[config.mk]
export PLATFORM = sky130hd
export DESIGN_NAME = cgra_config_loader_flat
export DESIGN_NICKNAME = d
export VERILOG_FILES = /design/src/rtl/cgra_config_loader_if.sv /design/src/rtl/cgra_config_loader.sv /design/src/flat_wrapper.sv
export SDC_FILE = /design/constraint.sdc
export NUM_CORES = 1
export LEC_CHECK = 0
export BUFFER_PORTS_ARGS = -buffer_cell sky130_fd_sc_hd__buf_2
export CAP_MARGIN = 20
export CORE_MARGIN = 3
export CORE_UTILIZATION = 30
export DETAILED_ROUTE_END_ITERATION = 12
export PLACE_DENSITY = 0.45
export SLEW_MARGIN = 20
export SYNTH_ARGS = -nofsm -noshare
export SYNTH_HDL_FRONTEND = slang
export SYNTH_SLANG_ARGS = --single-unit
[constraint.sdc]
create_clock -name Config_Clock -period 6.67 [get_ports Config_Clock]
set_input_delay 0.3335 -clock Config_Clock [delete_from_list [all_inputs] [get_ports Config_Clock]]
set_output_delay 0.3335 -clock Config_Clock [all_outputs]
set_load 0.03 [all_outputs]
[src/rtl/cgra_config_loader_if.sv]
// Host-side word channel for the CGRA configuration loader.
// The host drives cfg_word/cfg_valid; the loader answers with cfg_ready.
interface cgra_config_loader_if #(
    parameter int WORD_WIDTH = 32
);
    logic [WORD_WIDTH-1:0] cfg_word;
    logic                  cfg_valid;
    logic                  cfg_ready;

    modport master (output cfg_word, output cfg_valid, input cfg_ready);
    modport slave  (input cfg_word, input cfg_valid, output cfg_ready);
endinterface

[src/rtl/cgra_config_loader.sv]
// Serial loader: shifts host words LSB-first into the CGRA config chain,
// stopping after exactly CHAIN_BITS bits and pulsing done once.
module cgra_config_loader #(
    parameter int WORD_WIDTH = 32,
    parameter int CHAIN_BITS = 552
) (
    input  logic                 Config_Clock,
    input  logic                 Config_Reset,
    input  logic                 start,
    input  logic                 abort,
    cgra_config_loader_if.slave  cfg,
    output logic                 ConfigOut,
    output logic                 config_clk_en,
    output logic                 busy,
    output logic                 done
);
    localparam int NUM_WORDS = (CHAIN_BITS + WORD_WIDTH - 1) / WORD_WIDTH;
    localparam int BCNT_W    = $clog2(WORD_WIDTH + 1);
    localparam int WCNT_W    = $clog2(NUM_WORDS + 1);
    localparam int REM_W     = $clog2(CHAIN_BITS + 1);

    typedef enum logic [1:0] {S_IDLE, S_LOAD, S_DONE} state_e;

    state_e                state_q, state_d;
    logic [WORD_WIDTH-1:0] sreg_q,  sreg_d;
    logic [BCNT_W-1:0]     bcnt_q,  bcnt_d;
    logic [WCNT_W-1:0]     wcnt_q,  wcnt_d;
    logic [REM_W-1:0]      rem_q,   rem_d;

    logic             ready;
    logic             shift;
    logic             load;
    logic [REM_W-1:0] take;

    assign cfg.cfg_ready = ready;

    // Bits granted to the next word: the final word only carries what the chain still needs.
    always_comb begin
        take = rem_q;
        if (32'(rem_q) >= 32'(WORD_WIDTH)) take = REM_W'(WORD_WIDTH);
    end

    always_comb begin
        // NOTE: every signal written here gets a default first so no path can infer a latch.
        state_d       = state_q;
        sreg_d        = sreg_q;
        bcnt_d        = bcnt_q;
        wcnt_d        = wcnt_q;
        rem_d         = rem_q;
        ready         = 1'b0;
        shift         = 1'b0;
        load          = 1'b0;
        busy          = 1'b0;
        done          = 1'b0;
        config_clk_en = 1'b0;
        ConfigOut     = 1'b0;

        unique case (state_q)
            S_IDLE: begin
                if (start && !abort) begin
                    wcnt_d  = '0;
                    rem_d   = REM_W'(CHAIN_BITS);
                    bcnt_d  = '0;
                    state_d = S_LOAD;
                end
            end
            S_LOAD: begin
                busy  = 1'b1;
                // Accepting while the last bit drains keeps consecutive words bubble-free.
                ready = (bcnt_q <= BCNT_W'(1)) && (wcnt_q < WCNT_W'(NUM_WORDS)) && !abort;
                shift = (bcnt_q != '0);
                load  = cfg.cfg_valid && ready;
                if (shift) begin
                    config_clk_en = 1'b1;
                    ConfigOut     = sreg_q[0];
                    sreg_d        = sreg_q >> 1;
                    bcnt_d        = bcnt_q - 1'b1;
                end
                if (load) begin
                    sreg_d = cfg.cfg_word;
                    bcnt_d = BCNT_W'(take);
                    rem_d  = rem_q - take;
                    wcnt_d = wcnt_q + 1'b1;
                end
                if (shift && !load && bcnt_q == BCNT_W'(1) && rem_q == '0) state_d = S_DONE;
            end
            S_DONE: begin
                done    = 1'b1;
                state_d = S_IDLE;
            end
            default: state_d = S_IDLE;
        endcase

        if (abort) state_d = S_IDLE;
    end

    always_ff @(posedge Config_Clock) begin
        // NOTE: non-blocking assignments so every flop samples the pre-edge values of the others.
        if (Config_Reset) begin
            state_q <= S_IDLE;
            sreg_q  <= '0;
            bcnt_q  <= '0;
            wcnt_q  <= '0;
            rem_q   <= '0;
        end else begin
            state_q <= state_d;
            sreg_q  <= sreg_d;
            bcnt_q  <= bcnt_d;
            wcnt_q  <= wcnt_d;
            rem_q   <= rem_d;
        end
    end
endmodule

[src/flat_wrapper.sv]
// flat-port wrapper written by rule: the top's interface ports become plain ports
module cgra_config_loader_flat 
#(
    parameter int WORD_WIDTH = 32,
    parameter int CHAIN_BITS = 552
)
  (Config_Clock, Config_Reset, start, abort, ConfigOut, config_clk_en, busy, done, cfg_cfg_word, cfg_cfg_valid, cfg_cfg_ready);
  cgra_config_loader_if #(.WORD_WIDTH(WORD_WIDTH)) cfg_i ();
  input  logic Config_Clock;
  input  logic Config_Reset;
  input  logic start;
  input  logic abort;
  output logic ConfigOut;
  output logic config_clk_en;
  output logic busy;
  output logic done;
  input wire logic [$bits(cfg_i.cfg_word)-1:0] cfg_cfg_word;
  input wire logic [$bits(cfg_i.cfg_valid)-1:0] cfg_cfg_valid;
  output wire logic [$bits(cfg_i.cfg_ready)-1:0] cfg_cfg_ready;
  assign cfg_i.cfg_word = cfg_cfg_word;
  assign cfg_i.cfg_valid = cfg_cfg_valid;
  assign cfg_cfg_ready = cfg_i.cfg_ready;
  cgra_config_loader #(.WORD_WIDTH(WORD_WIDTH), .CHAIN_BITS(CHAIN_BITS)) u_core (.Config_Clock(Config_Clock), .Config_Reset(Config_Reset), .start(start), .abort(abort), .cfg(cfg_i), .ConfigOut(ConfigOut), .config_clk_en(config_clk_en), .busy(busy), .done(done));
endmodule
# ---- Yosys cells after proc, flatten, opt, wreduce, memory -nomap -nowiden
# Cells that the tools add are included.
dict set report classes {
  n_addsub 3
  magnitude_cmp 3
  eq_ne 7
  mux 23
  reduce_logical 19
}
# op n
set op_table {}
lappend op_table {{32-bit 2-to-1 mux} 2}
lappend op_table {{10-bit 2-to-1 mux} 3}
lappend op_table {{10-bit one-hot mux with 2 select lines} 1}
lappend op_table {{6-bit 2-to-1 mux} 3}
lappend op_table {{6-bit one-hot mux with 2 select lines} 1}
lappend op_table {{10-bit by 6-bit >= comparator with 1-bit output, second input constant} 1}
lappend op_table {{10-bit logical NOT} 1}
lappend op_table {{5-bit 2-to-1 mux} 2}
lappend op_table {{5-bit one-hot mux with 2 select lines} 1}
lappend op_table {{10-bit subtractor} 1}
lappend op_table {{1-bit logical AND} 7}
lappend op_table {{1-bit 2-to-1 mux} 7}
lappend op_table {{6-bit by 1-bit == test with 1-bit output, second input constant} 1}
lappend op_table {{6-bit by 1-bit less-or-equal comparator with 1-bit output, second input constant} 1}
lappend op_table {{2-bit by 1-bit != test with 1-bit output, second input constant} 3}
lappend op_table {{3-bit AND reduction} 2}
lappend op_table {{6-bit nonzero test} 1}
lappend op_table {{6-bit by 1-bit subtractor with 6-bit output, second input constant} 1}
lappend op_table {{5-bit by 1-bit adder with 5-bit output, second input constant} 1}
lappend op_table {{5-bit less-than comparator, second input constant} 1}
lappend op_table {{2-bit 2-to-1 mux} 2}
lappend op_table {{2-bit one-hot mux with 2 select lines} 1}
lappend op_table {{2-bit AND reduction} 2}
lappend op_table {{2-bit nonzero test} 2}
lappend op_table {{other kinds (6)} 7}
dict set report totals {
  regBits 55
  input_bits 37
  output_inout_bits 5
  wordCells 60
}

# ---- Logic depth before layout (Yosys ltp)
dict set report depth {
  word_depth 10
  ltp_mapped 8
  ltp_nobuf 8
}

# ---- Least setup slack after synthesis
# OpenSTA, ideal clock, no wires.
dict set report synth_timing {
  path_type {reg-to-output}
  from {reg u_core.bcnt_q[0]}
  to {out ConfigOut}
  arrival_ps 2134
  required_time_ps 6337
  slack_ps 4203
  stages_incl_launch_ff 7
  path_cell_list {dfxtp_1 -> inv_1 -> ha_1 -> nor4b_1 -> a21oi_1 -> clkbuf_1 -> and2_1}
}
dict set report synth_between {
  elab_chain_cells 3
}
# item line
set synth_rtl {}
lappend synth_rtl {{start, declared} cgra_config_loader.sv:26} ;# logic [BCNT_W-1:0] bcnt_q, bcnt_d;
lappend synth_rtl {{start signal, assigned} cgra_config_loader.sv:108} ;# bcnt_q <= bcnt_d;
lappend synth_rtl {{6-bit nonzero test} cgra_config_loader.sv:71} ;# shift = (bcnt_q != '0);
lappend synth_rtl {{1-bit 2-to-1 mux} cgra_config_loader.sv:73} ;# if (shift) begin
lappend synth_rtl {{1-bit 2-to-1 mux} cgra_config_loader.sv:58} ;# unique case (state_q)
lappend synth_rtl {{end, declared} flat_wrapper.sv:13} ;# output logic ConfigOut;
# Every way passes these cells.

# ---- Worst setup path after layout
dict set report layout_timing {
  from {reg u_core.bcnt_q[0]}
  to {reg u_core.bcnt_q[3]}
}
dict set report layout_between {
  elab_chain_cells 6
  word_cells_on_any_way 11
  cone_classes {add/sub (1); order compare (1); eq/ne (1); mux (3); reduce/logical (5)}
}
# item line
set layout_rtl {}
lappend layout_rtl {{6-bit by 1-bit less-or-equal comparator with 1-bit output} cgra_config_loader.sv:70} ;# ready = (bcnt_q <= BCNT_W'(1)) && (wcnt_q < WCNT_W'(NUM_WORDS)) && !abort;
lappend layout_rtl {{1-bit logical AND (2 in a row)} cgra_config_loader.sv:70}
lappend layout_rtl {{1-bit logical AND} cgra_config_loader.sv:72} ;# load = cfg.cfg_valid && ready;
lappend layout_rtl {{3-bit by 1-bit != test with 1-bit output (no source line) / 6-bit 2-to-1 mux (equally long branches)} -}
lappend layout_rtl {{3-bit AND reduction (no source line) / 6-bit one-hot mux with 2 select lines (equally long branches)} -}
# Parallel ways exist; a longest one is shown, timed or not. The select of a mux whose other input is x is not followed.
# A chain may end at the register's enable or synchronous reset.

==> impl_metrics.csv <==
group,metric,value,unit
logic_synthesis,synth_seq_cells,55,
logic_synthesis,postSynthNetCount,355,
sta,worstMarginPinSlew,0.989,ns
route,drtIter0Drc,96,
cells_and_area,nets,385,
job,drv_cap,0,
sta,slew_violations,0,
sta,finalCritPeriodShare,0.383,
power_and_ir_drop,total_power,758,uW
cells_and_area,fillCellCount,927,
sta,max_freq,392,MHz
route,wire_per_inst,15.9,um
route,routed_wl,7.22,mm
critical_path,worstPathMaxFanout,36,
route,drc,0,
floorplan,die_y,103,um
power_and_ir_drop,ir_worst_vdd,0.133,mV
floorplan,die_area,10500,um^2
critical_path,cpPeakStageDelay,0.62,ns
power_and_ir_drop,powerDensity,235,nW/um^2
cells_and_area,n_antenna_cell,0,
floorplan,core,8890,um^2
clock_network,tritoncts,"done",
grt,grt_remaining_overflow,0,
grt,grt_pass1_vias,2419,
sta,rsz0062_at_grt,"false",
clock_network,cts-root-buf,"clkbuf_8",
sta,finalHoldViolCount,0,
clock_network,clock_path_buffers,2,
grt,grt_pass1_wl,12.1,mm
logic_synthesis,synth.distinct_cells,44,
clock_network,clk_latency,0.31,ns
route,vias,2490,
clock_network,cts_resized,0,
clock_network,cts.sinks,55,
critical_path,critical_path_class,"reg -> reg",
route,first_pass_iters,4,
logic_synthesis,syn-cell-area,2800,um^2
grt,grt_util_all_layers,0.143,
grt,grt_max_degree,40,
critical_path,worstPathRequired,6.88,ns
clock_network,cts_hold_buf,0,
sta,fin_worst_skew,0.00776,ns
clock_network,cts_setup_buffers,0,
hold_path,hold_class,"in -> reg",
cells_and_area,drive_gt1_frac,0.188,
status,outcome,"finished clean",
clock_network,cts_buffers,5,
floorplan,die_x,103,um
clock_network,cts_max_level,2,
placement,gp_congestion,0.822,
critical_path,crit_chain,"inv_1 > ha_1 > nor4b_1 > a21oi_2 > buf_4 > or2_2 > a32o_1",
critical_path,start_kind,"flop",
clock_network,path_clk_slew,0.10,ns
floorplan,num_rows,34,
logic_synthesis,ys_seq_area_frac,0.393,
critical_path,cp_slowest_cell,"or2_2",
floorplan,ios,42,
floorplan,start_util,0.315,
power_and_ir_drop,power.leakage,1.32,nW
sta,setup_viol,0,
route,antenna_left,0,
sta,finalSetupTns,0,ns
critical_path,arrival,2.77,ns
logic_synthesis,synthCells,314,
sta,relSlewSlack,0.335,
grt,antenna_found_initial,0,
route,vias_per_cell,5.50,
placement,portBuffers,41,
logic_synthesis,yosys_warnings,0,
cells_and_area,area_delta_synth_final,14.9,%
critical_path,end_kind,"flop",
critical_path,rrSetupSlack,4.12,ns
logic_synthesis,avgSynthCellArea,8.93,um^2
sta,period_needed,2.55,ns
cells_and_area,fin_util,0.362,
placement,dp_hpwl,4.69,mm
-- stage by stage --
| stage | hold slack, ns | instance area [um^2] | std cells | setup slack [ns] |
|---|---|---|---|---|
| 6_report | 0.309 | 3220 | 453 | 4.12 |
| 3_3_place_gp | 0.454 | 3090 | 445 | 4.16 |
| 4_1_cts | 0.303 | 3220 | 453 | 4.12 |
| 3_5_place_dp | 0.470 | 3090 | 445 | 4.13 |
| 2_1_floorplan | 0.438 | 2800 | 314 | 4.20 |
| 5_1_grt | 0.309 | 3220 | 453 | 3.88 |
-- report_power, final --
| group | switching [mW] | internal, mW |
|---|---|---|
| combinational | 0.0763 | 0.0573 |
| clock | 0.114 | 0.150 |
| sequential | 0.0129 | 0.347 |
-- synthesized netlist by cell type (all sizes together) --
cell type / number / area share
a211o: 2 / 0.0062
a211oi: 1 / 0.0027
a21oi: 45 / 0.080
a31o: 1 / 0.0031
a32o: 1 / 0.0036
a41oi: 1 / 0.0031
and2: 1 / 0.0022
and3: 4 / 0.0089
buf: 5 / 0.012
clkbuf: 17 / 0.023
conb: 1 / 0.0013
dfxtp: 55 / 0.39
ha: 4 / 0.018
inv: 13 / 0.017
mux2: 2 / 0.0080
mux2i: 35 / 0.12
nand2: 8 / 0.011
nand2b: 4 / 0.0089
nand3: 13 / 0.023
nand4: 1 / 0.0022
nand4bb: 1 / 0.0040
nor2: 11 / 0.015
nor2b: 4 / 0.0089
nor3: 5 / 0.0089
nor4: 5 / 0.013
nor4b: 3 / 0.0094
o2111ai: 2 / 0.0062
o21a: 1 / 0.0027
o21ai: 9 / 0.016
o21bai: 1 / 0.0027
o221ai: 2 / 0.0062
o31a: 2 / 0.0062
o31ai: 35 / 0.094
o32a: 1 / 0.0036
o32ai: 3 / 0.0094
o41ai: 1 / 0.0031
or2: 3 / 0.0067
or3: 3 / 0.0067
or4: 7 / 0.021
or4b: 1 / 0.0036
-- flip-flops by register name, summed over array words and instances, names as in the netlist --
register	cells
u_core.state_q	2
u_core.wcnt_q	5
u_core.rem_q	10
u_core.sreg_q	32
u_core.bcnt_q	6
-- cells in the final DEF (no fill, tap or decap), types with 2 or more instances in the layout --
cell type and instances:
nor2_1 10, o31ai_1 35, or4_1 5, nor4b_1 3, a211o_1 2, nor4_1 3
or3_1 3, o2111ai_1 2, a21oi_1 44, nand2_1 8, dfxtp_1 55, bufinv_16 2
nand3_1 13, nor4_2 2, o21ai_0 9, ha_1 4, or2_2 3, mux2_2 2
or4_4 2, nand2b_1 4, nor2b_1 4, o221ai_1 2, clkbuf_8 5, buf_2 41
and3_1 4, mux2i_1 35, buf_4 4, o31a_1 2, nor3_1 5, inv_1 13
o32ai_1 3
-- critical path, delay by kind of cell, from the launching register on --
kind,cells,cell delay (ns)
adders and majority gates,1,0.23
and+or+nand+nor,2,1.04
DFF,1,0.36
buffers and inverters,2,0.35
AOI/OAI and AO/OA,2,0.45
-- path summary, 6_finish.rpt --
| kind | start | endpoint | cells past startpoint |
|---|---|---|---|
| max | u_core.bcnt_q[0] | u_core.bcnt_q[3] | 7 |
| min | cfg_cfg_word[8] | u_core.sreg_q[8] | 3 |
| max reg2reg | u_core.bcnt_q[0] | u_core.bcnt_q[3] | 7 |
| min reg2reg | u_core.rem_q[0] | u_core.rem_q[0] | 2 |
-- layout make-up --
| cell class | count | area, um^2 | area share |
|---|---|---|---|
| timing repair buffer | 45 | 235 | 0.0730 |
| tap | 108 | 135 | 0.0419 |
| sequential | 55 | 1100 | 0.342 |
| clock inverter | 2 | 60.1 | 0.0186 |
| multi-input combinational | 224 | 1570 | 0.487 |
| inverter | 13 | 48.8 | 0.0151 |
| clock buffer | 6 | 72.6 | 0.0225 |
-- cells by family after synthesis --
group,after synthesis,share of synthesized area
AO/OA/AOI/OAI,108,0.249
adder cells (fa/ha/maj),4,0.0178
buffers and inverters,35,0.0522
flip-flops,55,0.393
multiplexers,37,0.133
other,1,0.00134
AND/OR/NAND/NOR,74,0.154
-- metal layers --
metal	GRT usage	vias to the layer above	wire (um)
met5	0	-	0
met4	0.0303	0	61
met3	0.0298	5	304
met2	0.224	45	3260
met1	0.204	1187	3600
li1	-	1253	-
Power figures use the tool's default switching activity.
